===== src/rtl/eka_mc_ctrl.sv =====
// eka_mc_ctrl -- multi-cycle sequencing controller for the Eka core.
//
// Each instruction steps through FETCH -> DECODE -> EXEC -> [MEM] -> WB.
// The controller runs the imem/dmem req/ack handshakes and issues one-cycle
// load strobes to the IR, PC and register file. It also counts retired
// instructions and runs a watchdog on data-bus accesses.
//
// Ports:
//   clk, reset            core clock, synchronous active-high reset
//   halt_req              stop after the current instruction retires
//   dec_*                 decoder control bits, stable from DECODE until WB
//   branch_taken          branch comparator result, sampled in EXEC
//   imem_req / imem_ack   instruction fetch handshake
//   dmem_req / dmem_we / dmem_ack   data access handshake
//   ir_load, rf_write, pc_load, pc_sel_target   datapath strobes
//   halted                controller is idle in HALT
//   bus_error             sticky flag for a dmem timeout (cleared only by reset)
//   instret               retired-instruction count, wraps silently
module eka_mc_ctrl #(
  parameter int unsigned TIMEOUT = 16,
  parameter int unsigned CNT_W   = 32
) (
  input  logic             clk,
  input  logic             reset,
  input  logic             halt_req,
  input  logic             dec_write_en,
  input  logic             dec_mem_read_en,
  input  logic             dec_mem_write_en,
  input  logic             dec_branch_inst,
  input  logic             dec_jump_inst,
  input  logic             branch_taken,
  output logic             imem_req,
  input  logic             imem_ack,
  output logic             dmem_req,
  output logic             dmem_we,
  input  logic             dmem_ack,
  output logic             ir_load,
  output logic             rf_write,
  output logic             pc_load,
  output logic             pc_sel_target,
  output logic             halted,
  output logic             bus_error,
  output logic [CNT_W-1:0] instret
);

  localparam int unsigned TO_W = $clog2(TIMEOUT + 1);
  localparam logic [TO_W-1:0] TO_LAST = TO_W'(TIMEOUT - 1);

  typedef enum logic [2:0] {
    S_FETCH,
    S_DECODE,
    S_EXEC,
    S_MEM,
    S_WB,
    S_HALT
  } state_e;

  state_e            state_q,   state_d;
  logic              take_q,    take_d;
  logic [TO_W-1:0]   to_cnt_q,  to_cnt_d;
  logic [CNT_W-1:0]  instret_q, instret_d;
  logic              bus_err_q, bus_err_d;

  // Ungated decoded outputs; gated with reset below.
  logic imem_req_c, dmem_req_c, dmem_we_c;
  logic ir_load_c, rf_write_c, pc_load_c, pc_sel_c;

  // NOTE: reset is sampled on the clock edge (synchronous), so it lives
  // inside the clocked block and is not in the sensitivity list.
  always_ff @(posedge clk) begin
    if (reset) begin
      state_q   <= S_FETCH;
      take_q    <= 1'b0;
      to_cnt_q  <= '0;
      instret_q <= '0;
      bus_err_q <= 1'b0;
    end else begin
      // NOTE: state registers use non-blocking assignments so every flop
      // samples the pre-edge value of every other flop.
      state_q   <= state_d;
      take_q    <= take_d;
      to_cnt_q  <= to_cnt_d;
      instret_q <= instret_d;
      bus_err_q <= bus_err_d;
    end
  end

  always_comb begin
    // NOTE: every signal written here gets a default first, so no path
    // leaves one unassigned and no latch is inferred.
    state_d    = state_q;
    take_d     = take_q;
    to_cnt_d   = to_cnt_q;
    instret_d  = instret_q;
    bus_err_d  = bus_err_q;
    imem_req_c = 1'b0;
    dmem_req_c = 1'b0;
    dmem_we_c  = 1'b0;
    ir_load_c  = 1'b0;
    rf_write_c = 1'b0;
    pc_load_c  = 1'b0;
    pc_sel_c   = 1'b0;
    halted     = 1'b0;

    unique case (state_q)
      S_FETCH: begin
        imem_req_c = 1'b1;
        if (imem_ack) begin
          ir_load_c = 1'b1;
          state_d   = S_DECODE;
        end
      end

      S_DECODE: state_d = S_EXEC;

      S_EXEC: begin
        take_d  = dec_jump_inst | (dec_branch_inst & branch_taken);
        state_d = (dec_mem_read_en | dec_mem_write_en) ? S_MEM : S_WB;
      end

      S_MEM: begin
        dmem_req_c = 1'b1;
        dmem_we_c  = dec_mem_write_en;
        // An ack on the last allowed cycle still wins over the timeout.
        if (dmem_ack) begin
          to_cnt_d = '0;
          state_d  = S_WB;
        end else if (to_cnt_q == TO_LAST) begin
          to_cnt_d  = '0;
          bus_err_d = 1'b1;
          state_d   = S_HALT;
        end else begin
          to_cnt_d = to_cnt_q + 1'b1;
        end
      end

      S_WB: begin
        rf_write_c = dec_write_en;
        pc_load_c  = 1'b1;
        pc_sel_c   = take_q;
        instret_d  = instret_q + 1'b1;
        state_d    = halt_req ? S_HALT : S_FETCH;
      end

      S_HALT: begin
        halted = 1'b1;
        // A bus error parks the core here until reset.
        if (!halt_req && !bus_err_q) state_d = S_FETCH;
      end

      default: state_d = S_FETCH;
    endcase
  end

  // While reset is asserted no access or strobe may leak out, even though
  // the state register may still hold a pre-reset state in that cycle.
  assign imem_req      = imem_req_c & ~reset;
  assign dmem_req      = dmem_req_c & ~reset;
  assign dmem_we       = dmem_we_c  & ~reset;
  assign ir_load       = ir_load_c  & ~reset;
  assign rf_write      = rf_write_c & ~reset;
  assign pc_load       = pc_load_c  & ~reset;
  assign pc_sel_target = pc_sel_c   & ~reset;
  assign bus_error     = bus_err_q;
  assign instret       = instret_q;

endmodule


===== config.mk =====
export PLATFORM = sky130hd
export DESIGN_NAME = eka_mc_ctrl
export DESIGN_NICKNAME = d
export VERILOG_FILES = /design/src/rtl/eka_mc_ctrl.sv
export SDC_FILE = /design/constraint.sdc
export NUM_CORES = 1
export LEC_CHECK = 0
export BUFFER_PORTS_ARGS = -buffer_cell sky130_fd_sc_hd__clkbuf_2
export CORE_ASPECT_RATIO = 0.9
export CORE_UTILIZATION = 40
export CTS_BUF_LIST = sky130_fd_sc_hd__clkbuf_8
export CTS_CLUSTER_DIAMETER = 60
export CTS_CLUSTER_SIZE = 16
export DETAILED_ROUTE_END_ITERATION = 12
export SETUP_SLACK_MARGIN = 0.2
export SLEW_MARGIN = 25
export SYNTH_ARGS = -nofsm -noshare
export SYNTH_HDL_FRONTEND = slang
export SYNTH_SLANG_ARGS = --single-unit

===== constraint.sdc =====
create_clock -name clk -period 2.4 [get_ports clk]
set_input_delay 0.24 -clock clk [delete_from_list [all_inputs] [get_ports clk]]
set_output_delay 0.24 -clock clk [all_outputs]
set_load 0.005 [all_outputs]

# [Word-level counts from Yosys, hierarchy flattened]
# Index checks and enable logic that the tools add are counted.
[totals] in_bits=11 output_inout_bits=41 regBits=42
[op_classes] n_reduce_logical=6 addsub=2 bitwise_logic=12 mux=18 n_eq_ne=9
[ops] operator="adder 32 x 1 -> 32 bit (second input constant)" n=1
[ops] operator="two-way mux 3 bit" n=6
[ops] operator="case mux 3 bit (6 select lines)" n=1
[ops] operator="two-way mux 5 bit" n=2
[ops] operator="two-way mux 1 bit" n=9
[ops] operator="AND 1 bit" n=8
[ops] operator="== test 3 x 2 -> 1 bit (second input constant)" n=2
[ops] operator="== test 3 bit (second input constant)" n=2
[ops] operator="AND reduction 3 bit" n=2
[ops] operator="adder 5 x 1 -> 5 bit (second input constant)" n=1
[ops] operator="== test 5 x 4 -> 1 bit (second input constant)" n=1
[ops] operator="!= test 2 bit (second input constant)" n=2
[ops] operator="== test 3 x 1 -> 1 bit (second input constant)" n=1
[ops] operator="zero test 3 bit" n=1
[ops] operator="!= test 3 bit (second input constant)" n=1
[ops] operator="zero test 1 bit" n=2
[ops] operator="NOT 1 bit" n=2
[ops] operator="OR 1 bit" n=2
[ops] operator="logical AND 1 bit" n=1

# [Logic depth before layout (Yosys ltp)]
[depth] depth_word=4 mapped_depth=6

# [Worst setup path before layout]
# Ideal clock, no wire load.
[synth_path] path_type="register to register" start="reg instret_q[11], in the netlist instret[11]" end="reg instret_q[24], in the netlist instret[24]" t_required_ns=2.279 slack_ns=0.633 stages_incl_launch_ff=6 arrival_ns=1.646 synth_period_minus_slack_ns=1.767 n_path_buf=1 setup_ns=0.121 cell_sequence="dfxtp_1 -> nand2_1 -> or3_1 -> buf_2 -> nor4_1 -> mux2_2"
[synth_via] elab_chain_cells=1
[synth_rtl] element="start: declaration" line_no="61" source="logic [CNT_W-1:0] instret_q, instret_d;"
[synth_rtl] element="start signal: assignment" line_no="83" source="instret_q <= instret_d;"
[synth_rtl] element="adder 32 x 1 -> 32 bit" line_no="141" source="instret_d = instret_q + 1'b1;"
# Every way passes these cells.
# A chain may end at the register's enable or synchronous reset.

# [Worst setup path after layout]
[layout_path] start="reg instret_q[0], in the netlist instret[0]" end="reg instret_q[24], in the netlist instret[24]"
# Same word-level chain as after synthesis.

==> flow_metrics.py <==
metrics = {
    "clock_tree": {
        "postCtsHoldBufs": 0,
        "cts-buffers-inserted": 5,
        "clkLatencyLatePin_ns": 0.29,
        "cts_buffer_depth": 2,
        "cts.sinks": 42,
        "cts_root_buf": "clkbuf_8",
        "path_clk_slew_ns": 0.08,
        "cts_tree": "done",
        "cts_max_level": 2,
    },
    "logic_synthesis": {
        "ys_seq_elements": 42,
        "syn_inst": 253,
        "yosysWarnings": 0,
        "synth.largest_area_cell": "dfxtp_1",
        "syn-num-nets": 266,
        "syn_area_per_cell_sq_um": 8.501,
        "seq_area_frac_synth": 0.3909,
        "synth_top_area_frac": 0.3909,
        "synthTopCellsByArea": "dfxtp_1, a21oi_1, nor2_1",
        "syn_area_sq_um": 2151,
        "synthDistinctLibCells": 42,
    },
    "grt": {
        "grt_max_degree": 27,
        "grt_pass1_vias": 1802,
        "overflow": 0,
        "grt_usage": 0.1860,
        "antenna_found_initial": 0,
        "grt_pass1_wl_mm": 8.431,
    },
    "cells_and_area": {
        "most-common-layout-cells": "clkbuf_2, dfxtp_1, a21oi_1, nor2_1, nand2_1",
        "fin_cells": 367,
        "mostFrequentLayoutCell": "clkbuf_2",
        "fin_util": 0.5090,
        "diodes": 0,
        "nets": 314,
        "areaGrowthSynthToFinish_pct": 18.67,
        "drive_gt1_frac": 0.2417,
    },
    "die": {
        "initial_core_util": 0.4289,
        "die_height_um": 71.57,
        "core_area_sq_um": 5015,
        "die_w_um": 79.30,
        "dieArea_sq_um": 5675,
        "ios": 52,
        "fp-row-count": 24,
    },
    "timing": {
        "finalSetupTns_ns": 0,
        "slew_headroom": 0.6297,
        "min_period_over_period": 0.8456,
        "rsz0062_at_grt": "no",
        "setup_viol": 0,
        "finalCriticalPeriod_ns": 2.029,
        "worstMarginPinSlew_ns": 0.5512,
        "max_freq_mhz": 492.7,
        "hold_viol_final": 0,
        "fin_skew_ns": 0.008120,
        "drv_slew": 0,
    },
    "setup_path": {
        "critPathKind": "register to register",
        "worst_ep_required_time_ns": 2.59,
        "crit_fanout": 19,
        "arrival_ns": 2.22,
        "end_kind": "register",
        "critPathLaunchType": "register",
    },
    "routing": {
        "firstDrtPassIters": 5,
        "dr.first_iter.drc_count": 67,
        "routed_via_density": 5.510,
        "wl_per_cell_um": 13.29,
        "vias": 2022,
        "drtAntennaViolNets": 0,
        "drc": 0,
        "wl_mm": 4.877,
    },
    "pwr": {
        "p_total_mw": 1.291,
        "ir_worst_vdd_v": 0.0004068,
        "leakagePower_nw": 0.9907,
        "power_density_nw_per_um2": 506.0,
    },
    "placement": {
        "dp_cells": 358,
        "dp_hpwl_mm": 3.508,
        "io_buffers": 51,
        "place_congestion": 0.8108,
    },
    "run_status": {
        "status": "finished, final reports clean",
    },
    "run": {
        "maxCapViolCount": 0,
    },
    "hold_path": {
        "hold_path.class": "input pin to register",
    },
}
cell families (layout without fill, tap and decap cells):
logic type | count (synthesis) | in the layout | synth area share
buf+inv | 17 | 66 | 0.04188
xor+xnor | 9 | 9 | 0.03665
simple gates | 123 | 123 | 0.3409
mux | 6 | 6 | 0.03083
flops | 42 | 42 | 0.3909
compound gates | 54 | 54 | 0.1472
fa+ha+maj | 2 | 2 | 0.01163
synth_stat cells (all sizes together):
cell / n
nand2: 23
mux2i: 1
xor2: 7
inv: 3
nand3b: 2
o31ai: 11
mux2: 5
a21oi: 27
xnor2: 2
a21o: 1
and4: 6
and2b: 1
and4b: 1
nor4: 5
or4: 11
clkbuf: 6
nor4b: 1
dfxtp: 42
buf: 8
o311ai: 1
nor3: 1
nor2b: 6
a211oi: 1
o21ai: 9
ha: 2
and4bb: 1
and2: 7
nor2: 26
nor3b: 4
nand3: 9
or4b: 1
and3: 5
o21bai: 1
or3: 6
a211o: 1
nand4: 7
a31oi: 2
worst max-delay path, stage by stage (launching register included):
cell,delay (ns)
dfxtp_1,0.42
ha_1,0.18
and4bb_4,0.29
nand4_4,0.27
nor4_1,0.39
mux2_2,0.37
sequential cells by signal, indices dropped and copies added, names as in the netlist:
| signal | flops |
|---|---|
| bus_error | 1 |
| instret | 32 |
| state_q | 3 |
| take_q | 1 |
| to_cnt_q | 5 |
per-stage QoR:
step	hold WS (ns)	setup WS [ns]	area, sq um
2_1_floorplan	0.4318	0.6328	2151
3_3_place_gp	0.4589	0.3222	2431
3_5_place_dp	0.4660	0.3012	2431
4_1_cts	0.2672	0.2969	2526
5_1_grt	0.3299	0.2319	2552
6_report	0.2682	0.3705	2552
path summary, 6_finish.rpt:
| kind | start | endpoint | slack, ns | cells past startpoint |
|---|---|---|---|---|
| worst min-delay path | dec_jump_inst | take_q$_SDFFE_PP0N_ | 0.27 | 3 |
| worst min register to register | to_cnt_q[4]$_SDFFE_PP0N_ | to_cnt_q[4]$_SDFFE_PP0N_ | 0.47 | 1 |
| worst max-delay path | instret[0]$_SDFFE_PP0N_ | instret[24]$_SDFFE_PP0N_ | 0.37 | 5 |
| worst max register to register | instret[0]$_SDFFE_PP0N_ | instret[24]$_SDFFE_PP0N_ | 0.37 | 5 |
metal layers:
metal | GRT usage | part of all wire
met1 | 0.2783 | 0.53
met4 | 0.04848 | 0.0072
met3 | 0.04204 | 0.043
met2 | 0.2672 | 0.42
met5 | 0 | 0
final cells by class:
type	instances	area [sq um]
fillers	493	2462
multi-input cells	194	1226
flip-flops and latches	42	840.8
repair buffers	55	297.8
clock buffers	6	82.58
well taps	65	81.33
clock inverters	2	12.51
inverters	3	11.26
report_power, final:
| group | switching [mW] | internal [mW] |
|---|---|---|
| clock network | 0.251 | 0.231 |
| logic | 0.0445 | 0.0416 |
| registers | 0.0180 | 0.705 |
repair_timing:
| action | in CTS | in global routing |
|---|---|---|
| resized for setup | 0 | 1 |
| setup buffers | 0 | 1 |
| endpoints found under the setup margin | 0 | 6 |
No activity file was read; power rests on OpenSTA's default activity.
